--- src/rtl/boot_rom_port.sv ---
// boot_rom_port: CPU-side load port in front of the 512x32 synchronous boot ROM.
// Accepts byte/half/word loads inside a 2 KiB window, reads the ROM, and
// returns the little-endian lane with sign or zero extension. Writes,
// misaligned accesses, illegal sizes and out-of-window addresses get an
// error response without touching the ROM.
//
// Optional feature: define BOOT_ROM_PORT_PREFETCH_EN to add a one-word
// prefetch buffer that fetches the next sequential word after every load,
// so a sequential fetch that hits the buffer is answered in one cycle.
//
// Handshake: the master raises i_req and holds it (with stable attributes)
// until it sees o_ack; o_ack is a single-cycle strobe that qualifies o_data
// and o_err, which otherwise hold their last response value. The port does
// not look at i_req while responding, and a request still high when the port
// is back in IDLE is taken as a new request.
module boot_rom_port #(
  parameter logic [31:0] ADDR_BASE = 32'h0000_0000
) (
  input  logic        i_clk,
  input  logic        i_rst_n,
  input  logic        i_req,
  input  logic        i_we,
  input  logic [31:0] i_addr,
  input  logic [1:0]  i_size,
  input  logic        i_unsigned,
  output logic [31:0] o_data,
  output logic        o_ack,
  output logic        o_err,
  output logic [8:0]  o_rom_addr,
  input  logic [31:0] i_rom_data
);

  typedef enum logic [2:0] {
    S_IDLE    = 3'd0,
    S_ROM_RD  = 3'd1,
    S_ROM_CAP = 3'd2,
    S_RESP    = 3'd3,
    S_PF_RD   = 3'd4,
    S_PF_CAP  = 3'd5
  } state_t;

  state_t      r_state;
  logic [31:0] r_data;
  logic        r_ack;
  logic        r_err;
  logic [8:0]  r_rom_addr;
  logic [1:0]  r_off;
  logic [1:0]  r_size;
  logic        r_uns;

`ifdef BOOT_ROM_PORT_PREFETCH_EN
  logic [31:0] r_pf_data;
  logic [8:0]  r_pf_tag;
  logic        r_pf_valid;
  logic [8:0]  r_pf_next;
  logic        r_pf_go;
  logic        w_hit;
`endif

  logic        w_err;

  // Select the addressed lane and extend it to 32 bits.
  function automatic logic [31:0] f_extract(input logic [31:0] word,
                                            input logic [1:0]  off,
                                            input logic [1:0]  size,
                                            input logic        uns);
    logic [7:0]  b;
    logic [15:0] h;
    logic [31:0] r;
    case (off)
      2'd0:    b = word[7:0];
      2'd1:    b = word[15:8];
      2'd2:    b = word[23:16];
      default: b = word[31:24];
    endcase
    h = off[1] ? word[31:16] : word[15:0];
    case (size)
      2'd0:    r = uns ? {24'h0, b} : {{24{b[7]}}, b};
      2'd1:    r = uns ? {16'h0, h} : {{16{h[15]}}, h};
      default: r = word;
    endcase
    return r;
  endfunction

  // Classify the incoming request as illegal (answered with an error).
  always_comb begin
    w_err = i_we
          | (i_size == 2'd3)
          | (i_addr[31:11] != ADDR_BASE[31:11])
          | ((i_size == 2'd1) & i_addr[0])
          | ((i_size == 2'd2) & (i_addr[1:0] != 2'b00));
  end

`ifdef BOOT_ROM_PORT_PREFETCH_EN
  // Buffer hit: legal word index matches the valid prefetched tag.
  always_comb begin
    w_hit = r_pf_valid & (r_pf_tag == i_addr[10:2]);
  end
`endif

  // Control FSM with registered response and ROM address outputs.
  always_ff @(posedge i_clk) begin
    if (!i_rst_n) begin
      r_state    <= S_IDLE;
      r_data     <= 32'h0;
      r_ack      <= 1'b0;
      r_err      <= 1'b0;
      r_rom_addr <= 9'h0;
      r_off      <= 2'b00;
      r_size     <= 2'b00;
      r_uns      <= 1'b0;
`ifdef BOOT_ROM_PORT_PREFETCH_EN
      r_pf_data  <= 32'h0;
      r_pf_tag   <= 9'h0;
      r_pf_valid <= 1'b0;
      r_pf_next  <= 9'h0;
      r_pf_go    <= 1'b0;
`endif
    end else begin
      r_ack <= 1'b0;
      case (r_state)
        S_IDLE: begin
          if (i_req) begin
            r_off  <= i_addr[1:0];
            r_size <= i_size;
            r_uns  <= i_unsigned;
            if (w_err) begin
              // Errors never reach the ROM or the prefetch buffer.
              r_data  <= 32'h0;
              r_err   <= 1'b1;
              r_ack   <= 1'b1;
              r_state <= S_RESP;
`ifdef BOOT_ROM_PORT_PREFETCH_EN
              r_pf_go <= 1'b0;
            end else if (w_hit) begin
              r_data    <= f_extract(r_pf_data, i_addr[1:0], i_size, i_unsigned);
              r_err     <= 1'b0;
              r_ack     <= 1'b1;
              r_pf_next <= i_addr[10:2] + 9'd1;
              r_pf_go   <= 1'b1;
              r_state   <= S_RESP;
`endif
            end else begin
              r_rom_addr <= i_addr[10:2];
`ifdef BOOT_ROM_PORT_PREFETCH_EN
              r_pf_next  <= i_addr[10:2] + 9'd1;
              r_pf_go    <= 1'b1;
`endif
              r_state    <= S_ROM_RD;
            end
          end
        end
        S_ROM_RD: begin
          r_state <= S_ROM_CAP;
        end
        S_ROM_CAP: begin
          r_data  <= f_extract(i_rom_data, r_off, r_size, r_uns);
          r_err   <= 1'b0;
          r_ack   <= 1'b1;
          r_state <= S_RESP;
        end
        S_RESP: begin
`ifdef BOOT_ROM_PORT_PREFETCH_EN
          if (r_pf_go) begin
            // 9-bit increment wraps word 511 to word 0.
            r_rom_addr <= r_pf_next;
            r_pf_go    <= 1'b0;
            r_state    <= S_PF_RD;
          end else begin
            r_state <= S_IDLE;
          end
`else
          r_state <= S_IDLE;
`endif
        end
`ifdef BOOT_ROM_PORT_PREFETCH_EN
        S_PF_RD: begin
          r_state <= S_PF_CAP;
        end
        S_PF_CAP: begin
          r_pf_data  <= i_rom_data;
          r_pf_tag   <= r_rom_addr;
          r_pf_valid <= 1'b1;
          r_state    <= S_IDLE;
        end
`endif
        default: begin
          r_state <= S_IDLE;
        end
      endcase
    end
  end

  assign o_data     = r_data;
  assign o_ack      = r_ack;
  assign o_err      = r_err;
  assign o_rom_addr = r_rom_addr;

endmodule
--- config.mk ---
export PLATFORM = sky130hd
export DESIGN_NAME = boot_rom_port
export DESIGN_NICKNAME = d
export VERILOG_FILES = /design/src/rtl/boot_rom_port.sv
export SDC_FILE = /design/constraint.sdc
export NUM_CORES = 1
export LEC_CHECK = 0
export BUFFER_PORTS_ARGS = -buffer_cell sky130_fd_sc_hd__buf_4
export CORE_UTILIZATION = 30
export DETAILED_ROUTE_END_ITERATION = 16
export SLEW_MARGIN = 0
export SYNTH_ARGS = -nofsm -noshare
export SYNTH_HDL_FRONTEND = slang
export SYNTH_SLANG_ARGS = --single-unit
--- constraint.sdc ---
create_clock -name i_clk -period 4.37 [get_ports i_clk]
set_clock_uncertainty 0.2 [all_clocks]
set_input_delay 0.874 -clock i_clk [delete_from_list [all_inputs] [get_ports i_clk]]
set_output_delay 0.874 -clock i_clk [all_outputs]
set_load 0.01 [all_outputs]
==> flow_summary.ini <==
[status]
outcome = completed

[worst_setup_path]
crit_path_end_kind = register
path_max_fanout = 19
worst_path_dominant_cell_family = compound AO/OA/AOI/OAI gates
sequence_of_cells_on_the_critical_path = mux4_2 -> nor2_2 -> a2111oi_4 -> a21oi_1 -> o2bb2ai_1
timing.critical_path.from_type = register
worst_ep_required_time_ps = 4390
critical_path.slowest_cell = sky130_fd_sc_hd__dfxtp_1
crit_type = register to register
startpoint_of_the_worst_setup_timing_path = r_off[1]
critPathBufInv = 0
reg2reg_from = r_off[1]
critical_path.max_stage_delay_ps = 830
critical_path_arrival_ps = 2690
reg2reg_slack_ps = 1700

[placement]
place_hpwl_um = 5493
place.port_buffers = 113
place_congestion = 0.7787
placed_area_mm2 = 0.003377
dpl.cell_count = 476

[yosys]
count_of_mapped_cells_out_of_synthesis = 280
synthesis.area_per_instance_um2 = 8.888
synth.distinct_cells = 36
syn_area_mm2 = 0.002489
sequential_fraction_of_the_synthesis_area_pct = 40.22
yosysTopAreaCell = sky130_fd_sc_hd__dfxtp_1
portion_of_synthesized_cell_area_occupied_by_the_leading_cell_type_pct = 40.22
synth_area_leaders = sky130_fd_sc_hd__dfxtp_1, sky130_fd_sc_hd__mux2i_1, sky130_fd_sc_hd__o2bb2ai_1, sky130_fd_sc_hd__nand2_1, sky130_fd_sc_hd__a21oi_1
synth.yosys.warnings = 0
ys_seq_elements = 50
synthesis.nets = 354

[clock_tree]
worst_skew_pair.late_latency_ps = 290
tritoncts.num_buffers = 5
postCtsSetupBuffers = 0
clock_sink_count = 50
level_count_of_the_clock_h_tree = 2
post_cts_resize_count = 0
cts_hold_buf = 0
tritoncts = built
ctsRootBufferMaster = sky130_fd_sc_hd__clkbuf_8
clkSlewWorstSetupHoldPaths_ps = 90
cts-root-to-sink-buffers = 2

[global_routing]
first_global_vias = 2292
initial_antenna_violation_count = 0
gr-total-overflow = 0
track_usage_pct = 15.87
wire_length_of_the_first_global_routing_pass_um = 10960
grt_max_degree = 35

[drt]
vias = 2341
avgRoutedWirePerCell_um = 14.50
remaining_drc_errors = 0
drt_pre_antenna_iters = 4
via_per_inst = 4.857
ant_nets = 0
route.final.wire_length_um = 6987
initialDrtViolationCount = 104

[sta]
timing.final.hold_violations = 0
finalWorstPathRequiredPeriod_ps = 2675
setup_viol_count_final = 0
tns_ps = 0
timing_max_transition_violations_final = 0
fmax_mhz = 373.8
max-slew-margin-rel_pct = 27.77
finalHoldWorstSlack_ps = 258.4
rsz0062_at_grt = false
slew_of_the_pin_with_the_lowest_slew_margin_ps = 1082
final_worst_path_cycle_share_pct = 61.21

[die]
die-area_mm2 = 0.008664
starting_density_of_the_core_pct = 31.55
core.rowCount = 32
core_mm2 = 0.007888
die_height_um = 93.08
die_x_um = 93.08
design.portCount = 114

[power_and_ir_drop]
sw_share_pct = 36.15
vdd_drop_max_mv = 0.1833
p_comb_share_pct = 40.7
p_per_area_mw_per_mm2 = 425.1
switching_power_w = 0.0005316
pwr-share-seq_pct = 41.5
intPower_w = 0.0009389
pwr-share-clk_pct = 17.8
leakage_nw = 1.456

[finish]
final_area_mm2 = 0.003460
finish.cell_count_without_fillers = 482
areaGrowthSynthToFinish_pct = 39.01
drive_gt1_share_pct = 34.74
antenna_cells_inserted = 0
finish.net_count = 455
num-fill-cells = 783

[min_path]
timing.hold.worst.class = register to register
startpoint_of_the_worst_hold_path = o_data[2]

[flow_run]
cap_viol_max_count = 0
[final timing paths]
check,to,depth (start not counted)
hold / removal,o_data[2],2
setup reg to reg,o_data[17],5
setup / recovery,o_data[17],5
hold reg to reg,o_data[2],2
[registers in the layout, indices dropped and copies added, names as in the netlist]
register	count
o_data	32
o_rom_addr	9
r_off	2
r_size	2
r_state	2
o_ack	1
o_err	1
r_uns	1
[worst register-to-register path, stage by stage, from the launching register on]
cell,delay [ps]
sky130_fd_sc_hd__dfxtp_1,830
sky130_fd_sc_hd__mux4_2,410
sky130_fd_sc_hd__nor2_2,60
sky130_fd_sc_hd__a2111oi_4,820
sky130_fd_sc_hd__a21oi_1,100
sky130_fd_sc_hd__o2bb2ai_1,180
[stage by stage]
| stage | total power, W | setup slack, ps | utilization, % |
|---|---|---|---|
| after floorplan | 0.001002 | 1879 | - |
| final | 0.001471 | 1695 | 43.86 |
| after CTS | 0.001488 | 1715 | 43.86 |
| after detailed placement | 0.001222 | 1461 | 42.81 |
| after global routing | 0.001582 | 1529 | 43.86 |
| after global placement | 0.001215 | 1542 | 42.81 |
[cell usage after synthesis]
cell type	count
sky130_fd_sc_hd__clkinv_1	1
sky130_fd_sc_hd__nor2_2	1
sky130_fd_sc_hd__o21ai_0	3
sky130_fd_sc_hd__mux2_2	7
sky130_fd_sc_hd__nor2_1	13
sky130_fd_sc_hd__and2_1	1
sky130_fd_sc_hd__a2111oi_4	1
sky130_fd_sc_hd__ha_1	3
sky130_fd_sc_hd__a21boi_0	7
sky130_fd_sc_hd__dfxtp_1	50
sky130_fd_sc_hd__o22ai_1	2
sky130_fd_sc_hd__buf_2	7
sky130_fd_sc_hd__o21bai_1	1
sky130_fd_sc_hd__nand2b_1	2
sky130_fd_sc_hd__mux2i_1	24
sky130_fd_sc_hd__o2bb2ai_1	18
sky130_fd_sc_hd__nand4_1	1
sky130_fd_sc_hd__clkbuf_1	12
sky130_fd_sc_hd__o221ai_1	7
sky130_fd_sc_hd__buf_6	2
sky130_fd_sc_hd__a21oi_1	22
sky130_fd_sc_hd__nor3_1	2
sky130_fd_sc_hd__o2111ai_1	1
sky130_fd_sc_hd__a31oi_1	8
sky130_fd_sc_hd__o211ai_1	7
sky130_fd_sc_hd__nor4_1	4
sky130_fd_sc_hd__nand2_1	38
sky130_fd_sc_hd__o2111a_1	1
sky130_fd_sc_hd__and4_1	1
sky130_fd_sc_hd__inv_1	12
sky130_fd_sc_hd__o21a_1	1
sky130_fd_sc_hd__nand3_1	7
sky130_fd_sc_hd__o311ai_0	1
sky130_fd_sc_hd__mux4_2	1
sky130_fd_sc_hd__a21bo_2	1
sky130_fd_sc_hd__nor2b_1	10
[logic make-up (layout without fill, tap and decap cells)]
group	after synthesis	after routing	share of synthesized area [%]
simple gates	80	80	14.63
fa+ha+maj	3	3	1.508
mux	32	32	13.73
flops	50	50	40.22
buf+inv	34	134	6.083
compound gates	81	81	23.83
[power by group through the flow]
stage	clock (W)	combinational, W	sequential (W)
finish	0.000261	0.000599	0.000611
global placement	0	0.000597	0.000618
floorplan	0	0.000385	0.000617
global route	0.000296	0.000663	0.000623
detailed placement	0	0.000602	0.000620
CTS	0.000275	0.000603	0.000610
[metal layers]
metal / up-vias / routed length [µm] / track usage [%]
li1: 1206 / - / -
met1: 1058 / 3123 / 20.41
met2: 71 / 3323 / 25.92
met3: 6 / 481 / 5.203
met4: 0 / 57 / 3.205
met5: - / 0 / 0
[placed cells by master, fill, tap and decap left out, types with 2 or more instances in the layout]
cell type                     n
sky130_fd_sc_hd__buf_4      115
sky130_fd_sc_hd__dfxtp_1     50
sky130_fd_sc_hd__nand2_1     38
sky130_fd_sc_hd__mux2i_1     24
sky130_fd_sc_hd__a21oi_1     22
sky130_fd_sc_hd__o2bb2ai_1   18
sky130_fd_sc_hd__nor2_1      13
sky130_fd_sc_hd__inv_1       12
sky130_fd_sc_hd__nor2b_1     10
sky130_fd_sc_hd__a31oi_1      8
sky130_fd_sc_hd__nand3_1      7
sky130_fd_sc_hd__a21boi_0     7
sky130_fd_sc_hd__mux2_2       7
sky130_fd_sc_hd__o211ai_1     7
sky130_fd_sc_hd__o221ai_1     7
sky130_fd_sc_hd__clkbuf_8     6
sky130_fd_sc_hd__nor4_1       4
sky130_fd_sc_hd__o21ai_0      3
sky130_fd_sc_hd__ha_1         3
sky130_fd_sc_hd__nor3_1       2
sky130_fd_sc_hd__o22ai_1      2
sky130_fd_sc_hd__nand2b_1     2
[layout make-up]
type / instances / area, µm² / area share [%]
inverter: 13 / 48.80 / 1.410
tap: 102 / 127.6 / 3.689
multi-input combinational: 196 / 1336 / 38.63
clock buffer: 6 / 82.58 / 2.387
sequential: 50 / 1001 / 28.93
timing repair buffer: 115 / 863.3 / 24.95
Power figures use the tool's default switching activity.
